`src/rtl/imem_loader.sv`:
```
// Instruction-memory loader: packs a big-endian byte stream into 32-bit words,
// writes them to consecutive imem addresses from 0 and stalls the core until done.
module imem_loader #(
    parameter int unsigned ADDR_W = 8,
    parameter int unsigned DATA_W = 32
) (
    input  logic              clk,
    input  logic              rst_n,
    input  logic              start,
    input  logic [ADDR_W:0]   word_count,
    input  logic              abort,
    input  logic              byte_valid,
    input  logic [7:0]        byte_data,
    output logic              byte_ready,
    output logic              imem_we,
    output logic [ADDR_W-1:0] imem_addr,
    output logic [DATA_W-1:0] imem_wdata,
    output logic              busy,
    output logic              done,
    output logic              cpu_hold,
    output logic [DATA_W-1:0] checksum
);

    typedef enum logic [1:0] {
        S_IDLE,
        S_COLLECT,
        S_WRITE,
        S_DONE
    } state_t;

    localparam logic [ADDR_W:0] ONE_WORD = {{ADDR_W{1'b0}}, 1'b1};

    state_t              r_state;
    logic [1:0]          r_idx;
    logic [ADDR_W:0]     r_words_target;
    logic [ADDR_W:0]     r_words_written;
    logic [ADDR_W-1:0]   r_addr;
    logic [DATA_W-1:0]   r_wdata;
    logic [DATA_W-1:0]   r_checksum;
    logic                r_byte_ready;
    logic                r_we;
    logic                r_busy;
    logic                r_done;
    logic                r_cpu_hold;

    logic                w_accept;
    logic [ADDR_W:0]     w_words_next;
    logic                w_abort;

    assign w_accept     = byte_valid & r_byte_ready;
    assign w_words_next = r_words_written + ONE_WORD;
    assign w_abort      = abort & (r_state != S_IDLE);

    always_ff @(posedge clk or negedge rst_n) begin
        if (!rst_n) begin
            r_state         <= S_IDLE;
            r_idx           <= '0;
            r_words_target  <= '0;
            r_words_written <= '0;
            r_addr          <= '0;
            r_wdata         <= '0;
            r_checksum      <= '0;
            r_byte_ready    <= 1'b0;
            r_we            <= 1'b0;
            r_busy          <= 1'b0;
            r_done          <= 1'b0;
            r_cpu_hold      <= 1'b1;
        end else if (w_abort) begin
            // Partial word dropped; the core stays held since nothing valid was loaded.
            r_state      <= S_IDLE;
            r_idx        <= '0;
            r_byte_ready <= 1'b0;
            r_we         <= 1'b0;
            r_busy       <= 1'b0;
            r_done       <= 1'b0;
        end else begin
            case (r_state)
                S_IDLE: begin
                    if (start) begin
                        r_words_target  <= word_count;
                        r_words_written <= '0;
                        r_addr          <= '0;
                        r_checksum      <= '0;
                        r_idx           <= '0;
                        r_cpu_hold      <= 1'b1;
                        r_busy          <= 1'b1;
                        if (word_count == '0) begin
                            r_state <= S_DONE;
                            r_done  <= 1'b1;
                        end else begin
                            r_state      <= S_COLLECT;
                            r_byte_ready <= 1'b1;
                        end
                    end
                end
                S_COLLECT: begin
                    if (w_accept) begin
                        case (r_idx)
                            2'd0:    r_wdata[31:24] <= byte_data;
                            2'd1:    r_wdata[23:16] <= byte_data;
                            2'd2:    r_wdata[15:8]  <= byte_data;
                            default: r_wdata[7:0]   <= byte_data;
                        endcase
                        r_idx <= r_idx + 2'd1;
                        if (r_idx == 2'd3) begin
                            r_state      <= S_WRITE;
                            r_byte_ready <= 1'b0;
                            r_we         <= 1'b1;
                        end
                    end
                end
                S_WRITE: begin
                    r_we            <= 1'b0;
                    r_checksum      <= r_checksum + r_wdata;
                    r_words_written <= w_words_next;
                    r_idx           <= '0;
                    // Address stays on the last written word once the load completes.
                    if (w_words_next == r_words_target) begin
                        r_state <= S_DONE;
                        r_done  <= 1'b1;
                    end else begin
                        r_addr       <= r_addr + ADDR_W'(1);
                        r_state      <= S_COLLECT;
                        r_byte_ready <= 1'b1;
                    end
                end
                S_DONE: begin
                    r_done     <= 1'b0;
                    r_busy     <= 1'b0;
                    r_cpu_hold <= 1'b0;
                    r_state    <= S_IDLE;
                end
                default: begin
                    r_state <= S_IDLE;
                end
            endcase
        end
    end

    // Abort must suppress the write strobe in the very cycle it is raised.
    assign imem_we    = r_we & ~abort;
    assign byte_ready = r_byte_ready;
    assign imem_addr  = r_addr;
    assign imem_wdata = r_wdata;
    assign busy       = r_busy;
    assign done       = r_done;
    assign cpu_hold   = r_cpu_hold;
    assign checksum   = r_checksum;

endmodule

```
`config.mk`:
```
export PLATFORM = sky130hd
export DESIGN_NAME = imem_loader
export DESIGN_NICKNAME = d
export VERILOG_FILES = /design/src/rtl/imem_loader.sv
export SDC_FILE = /design/constraint.sdc
export NUM_CORES = 1
export LEC_CHECK = 0
export BUFFER_PORTS_ARGS = -buffer_cell sky130_fd_sc_hd__buf_2
export CORE_UTILIZATION = 57
export DETAILED_ROUTE_END_ITERATION = 6
export GPL_ROUTABILITY_DRIVEN = 0
export PLACE_DENSITY = 0.83
export SETUP_SLACK_MARGIN = 0.1
export SLEW_MARGIN = 0
export SYNTH_ARGS = -nofsm -noshare
export SYNTH_HDL_FRONTEND = slang
export SYNTH_SLANG_ARGS = --single-unit
```
`constraint.sdc`:
```
create_clock -name clk -period 3.8 [get_ports clk]
set_clock_uncertainty 0.15 [all_clocks]
set_input_delay 0.19 -clock clk [delete_from_list [all_inputs] [get_ports clk]]
set_output_delay 0.19 -clock clk [all_outputs]
set_load 0.02 [all_outputs]
```
==> summary.txt <==
Run status
  • Status: finished clean

Floorplanning
  • Die area: ~11000 sq um
  • Die Y: 103 um
  • Die W: 103 um
  • IO Pins: 99
  • Site row count: 36
  • Standard cell core area: between 9000 and 10000 sq um
  • Starting Density: roughly three fifths

CTS
  • Clk Latency, worst-skew pair: ~0.37 ns
  • Max Root-Sink Buffers: 2
  • CTS Buf Count: 9
  • CTS tree: done
  • Post-CTS sizing: 0
  • Clk sinks: between 90 and 100
  • Clock transition at the registers of the reported paths: between 0.1 and 0.15 ns
  • CTS HTree Levels: 3
  • Clk root buf: clkbuf_8
  • Postcts setup bufs: 0

Finish
  • Most common cell after layout, fill and taps aside: dfrtp_1
  • Multi-input logic area: 3240 sq um
  • FILL cells: 777
  • Fraction of layout cells with a size suffix above 1: ~24%
  • Area delta synth->final: 16.8%
  • Inserted Diodes: 0
  • Most frequent cells in the layout: dfrtp_1 (98), buf_2 (97), nand2_1 (79)
  • Nets@finish: 779
  • Register area: ~2500 sq um
  • Post-route insts no fill: between 800 and 900

Pwr
  • Power, Total: 4.44 mW
  • Leakage: ~3.4 nW
  • Power Density: between 600 and 700 nW/um^2
  • Worst vdd ir: 331 uV

STA
  • Top achievable clock speed: approximately 0.30 GHz
  • Period utilisation layout: 87.1%
  • Slew Limit Fails: 0
  • RSZ-0062 raised after global routing: false
  • Final setup viols: 0
  • Sum of negative setup slack: 0 ns
  • Fin crit period: around 3.3 ns
  • Fin. Hold Viols: 0
  • Slew @ Worst Pin: about 1.1 ns
  • Slew HR: between 20% and 30%

Worst setup path
  • FF-to-FF End: checksum[26]
  • Worst reg2reg startpoint: checksum[0]
  • Slowest-stage cell, CP: dfrtp_1
  • WP data required: about 3.9 ns
  • Critical Path AT: about 3.4 ns
  • Crit-path max FO: 4
  • CP top delay family: compound AO/OA/AOI/OAI gates
  • FF-to-FF setup slack: between 0.4 and 0.5 ns
  • Crit-path cells: ha_1 -> fa_1 -> a211oi_1 -> o21ai_1 -> a41o_1 -> and3_1 -> o31ai_4 -> o21ai_1 -> a21boi_1 -> xor2_1 -> o21ai_1
  • Nature of the critical path endpoint: flip-flop
  • Max stage delay on crit path: approximately 0.43 ns
  • CP dominant cell by count: o21ai_1
  • Critical path class: reg2reg
  • WP buf/inv: 0
  • FF-to-FF path depth: 11
  • CP startpoint kind: flip-flop

Synthesis
  • Primary FF master, synth: dfrtp_1
  • EDFF count, synth: 0
  • Post-synthesis cell count: 605
  • Mapped Nets: 669
  • Distinct cells, synth: between 60 and 70
  • Synth Cell Area: ~6000 sq um
  • Yosys reg bits: 99
  • Seq/Total Area, Yosys: 42.2%
  • Share of synthesized flip-flops with an asynchronous set or reset: 100%
  • Ys Warns: 0
  • Mean Syn Cell Area: a little under 10 sq um

Global routing
  • Vias in the first global route: 5030
  • First-pass GRT wire length: ~24 mm
  • GR Overflow Total: 0
  • GRT Overall Usage: 29.7%
  • Largest net degree at the start of global routing: between 80 and 90
  • Antenna violations before repair: 0

Detailed routing
  • Pre-Repair DR Iteration Count: 7
  • DRC errors left: 0
  • Via density: a little over 6
  • Routed WL per cell: around 18 um
  • Antenna-violating nets left: 0
  • WL final: around 15 mm
  • Routed vias: about 5.2k
  • Initial DRC count: ~360

Run
  • Max_cap viols: 0

Placement
  • IO Port Bufs: between 90 and 100
  • Final HPWL DP: between 10 and 15 mm
  • Post-Place Cells: slightly above 800

Hold path
  • HP Class: in2reg
  • Hold_sp: byte_data[3]
  • WHS Path Cells: 2
  • Hold Path End: imem_wdata[19]
registers in the layout (all words and copies together) (netlist names):
register,count
imem_wdata,32
done,1
r_words_target,9
cpu_hold,1
busy,1
checksum,32
byte_ready,1
r_words_written,9
r_state,2
r_we,1
imem_addr,8
r_idx,2
logic make-up after synthesis:
logic type               share of synthesized area, %
buffers and inverters                            2.83
adder cells (fa/ha/maj)                          9.08
flip-flops                                       42.2
multiplexers                                     7.80
XOR/XNOR                                         5.82
AND/OR/NAND/NOR                                  13.9
AO/OA/AOI/OAI                                    18.3
what timing repair did:
item,CTS,global route
endpoints found under the setup margin,0,0
hold buffers,16,0
endpoints found under the hold margin,108,0
power breakdown:
group          leakage, nW  switching, mW  internal [mW]
Sequential            1.32          0.282           1.34
Clock               0.0966          0.387          0.307
Combinational         2.02           1.31          0.809
Total                 3.44           1.98           2.46
cell usage after synthesis, drive strengths merged, types with 3 or more instances:
cell | n | area [sq um]
a21boi | 3 | 22.5
a21o | 14 | 106
a21oi | 33 | 169
a22o | 3 | 26.3
a31oi | 6 | 37.5
a32o | 4 | 40.0
and3 | 5 | 31.3
clkbuf | 20 | 76.3
dfrtp | 98 | 2450
ha | 41 | 513
inv | 24 | 90.1
mux2 | 38 | 428
mux2i | 3 | 30.0
nand2 | 79 | 297
nand2b | 5 | 31.3
nand3 | 16 | 85.1
nand4 | 4 | 25.0
nor2 | 32 | 123
nor2b | 4 | 25.0
nor3 | 8 | 40.0
nor4 | 4 | 37.5
o211ai | 4 | 30.0
o21ai | 68 | 344
o22ai | 3 | 18.8
o31ai | 6 | 58.8
or3 | 4 | 25.0
xnor2 | 22 | 193
xor2 | 17 | 149
worst max-delay path by stage:
stage                         to  slack [ns]  depth (start not counted)     startpoint
global route        checksum[26]        0.34                         11    checksum[0]
global placement    checksum[26]        0.73                         11  imem_wdata[0]
detailed placement  checksum[26]        0.63                         11  imem_wdata[0]
CTS                 checksum[26]        0.59                         11    checksum[0]
floorplan           checksum[26]        0.86                         11  imem_wdata[0]
finish              checksum[26]        0.49                         11    checksum[0]
stage by stage:
| stage | setup slack (ns) | util, % | hold WS [ns] | cell area (sq um) |
|---|---|---|---|---|
| after floorplan | 0.864 | - | -0.256 | 5870 |
| after global placement | 0.729 | 66.0 | 0.275 | 6510 |
| after detailed placement | 0.627 | 66.0 | 0.291 | 6510 |
| after CTS | 0.587 | 69.5 | 0.0164 | 6860 |
| after global routing | 0.339 | 69.5 | 0.0177 | 6860 |
| final | 0.490 | 69.5 | 0.0261 | 6860 |
final cells by class:
class | count | area share [%]
Multi-Input combinational cell | 462 | 47.3
Sequential cell | 99 | 36.1
Timing Repair Buffer | 119 | 10.1
Tap cell | 133 | 2.43
Clock buffer | 10 | 1.86
Inverter | 24 | 1.31
Clock inverter | 6 | 0.948
per-layer routing:
metal	wire, um	vias up	GRT usage, %
li1	-	2385	-
met1	6530	2528	38.9
met2	7380	235	49.0
met3	1060	43	5.65
met4	416	0	11.5
met5	0	-	0
worst reg2reg max path: cells and delay by family (launching register included):
family	cells	cell delay [ns]
AOI/OAI and AO/OA	7	1.52
adders and majority gates	2	0.67
and+or+nand+nor	1	0.22
DFF	1	0.43
xor gates and xnor gates	1	0.20
Power figures use the tool's default switching activity.
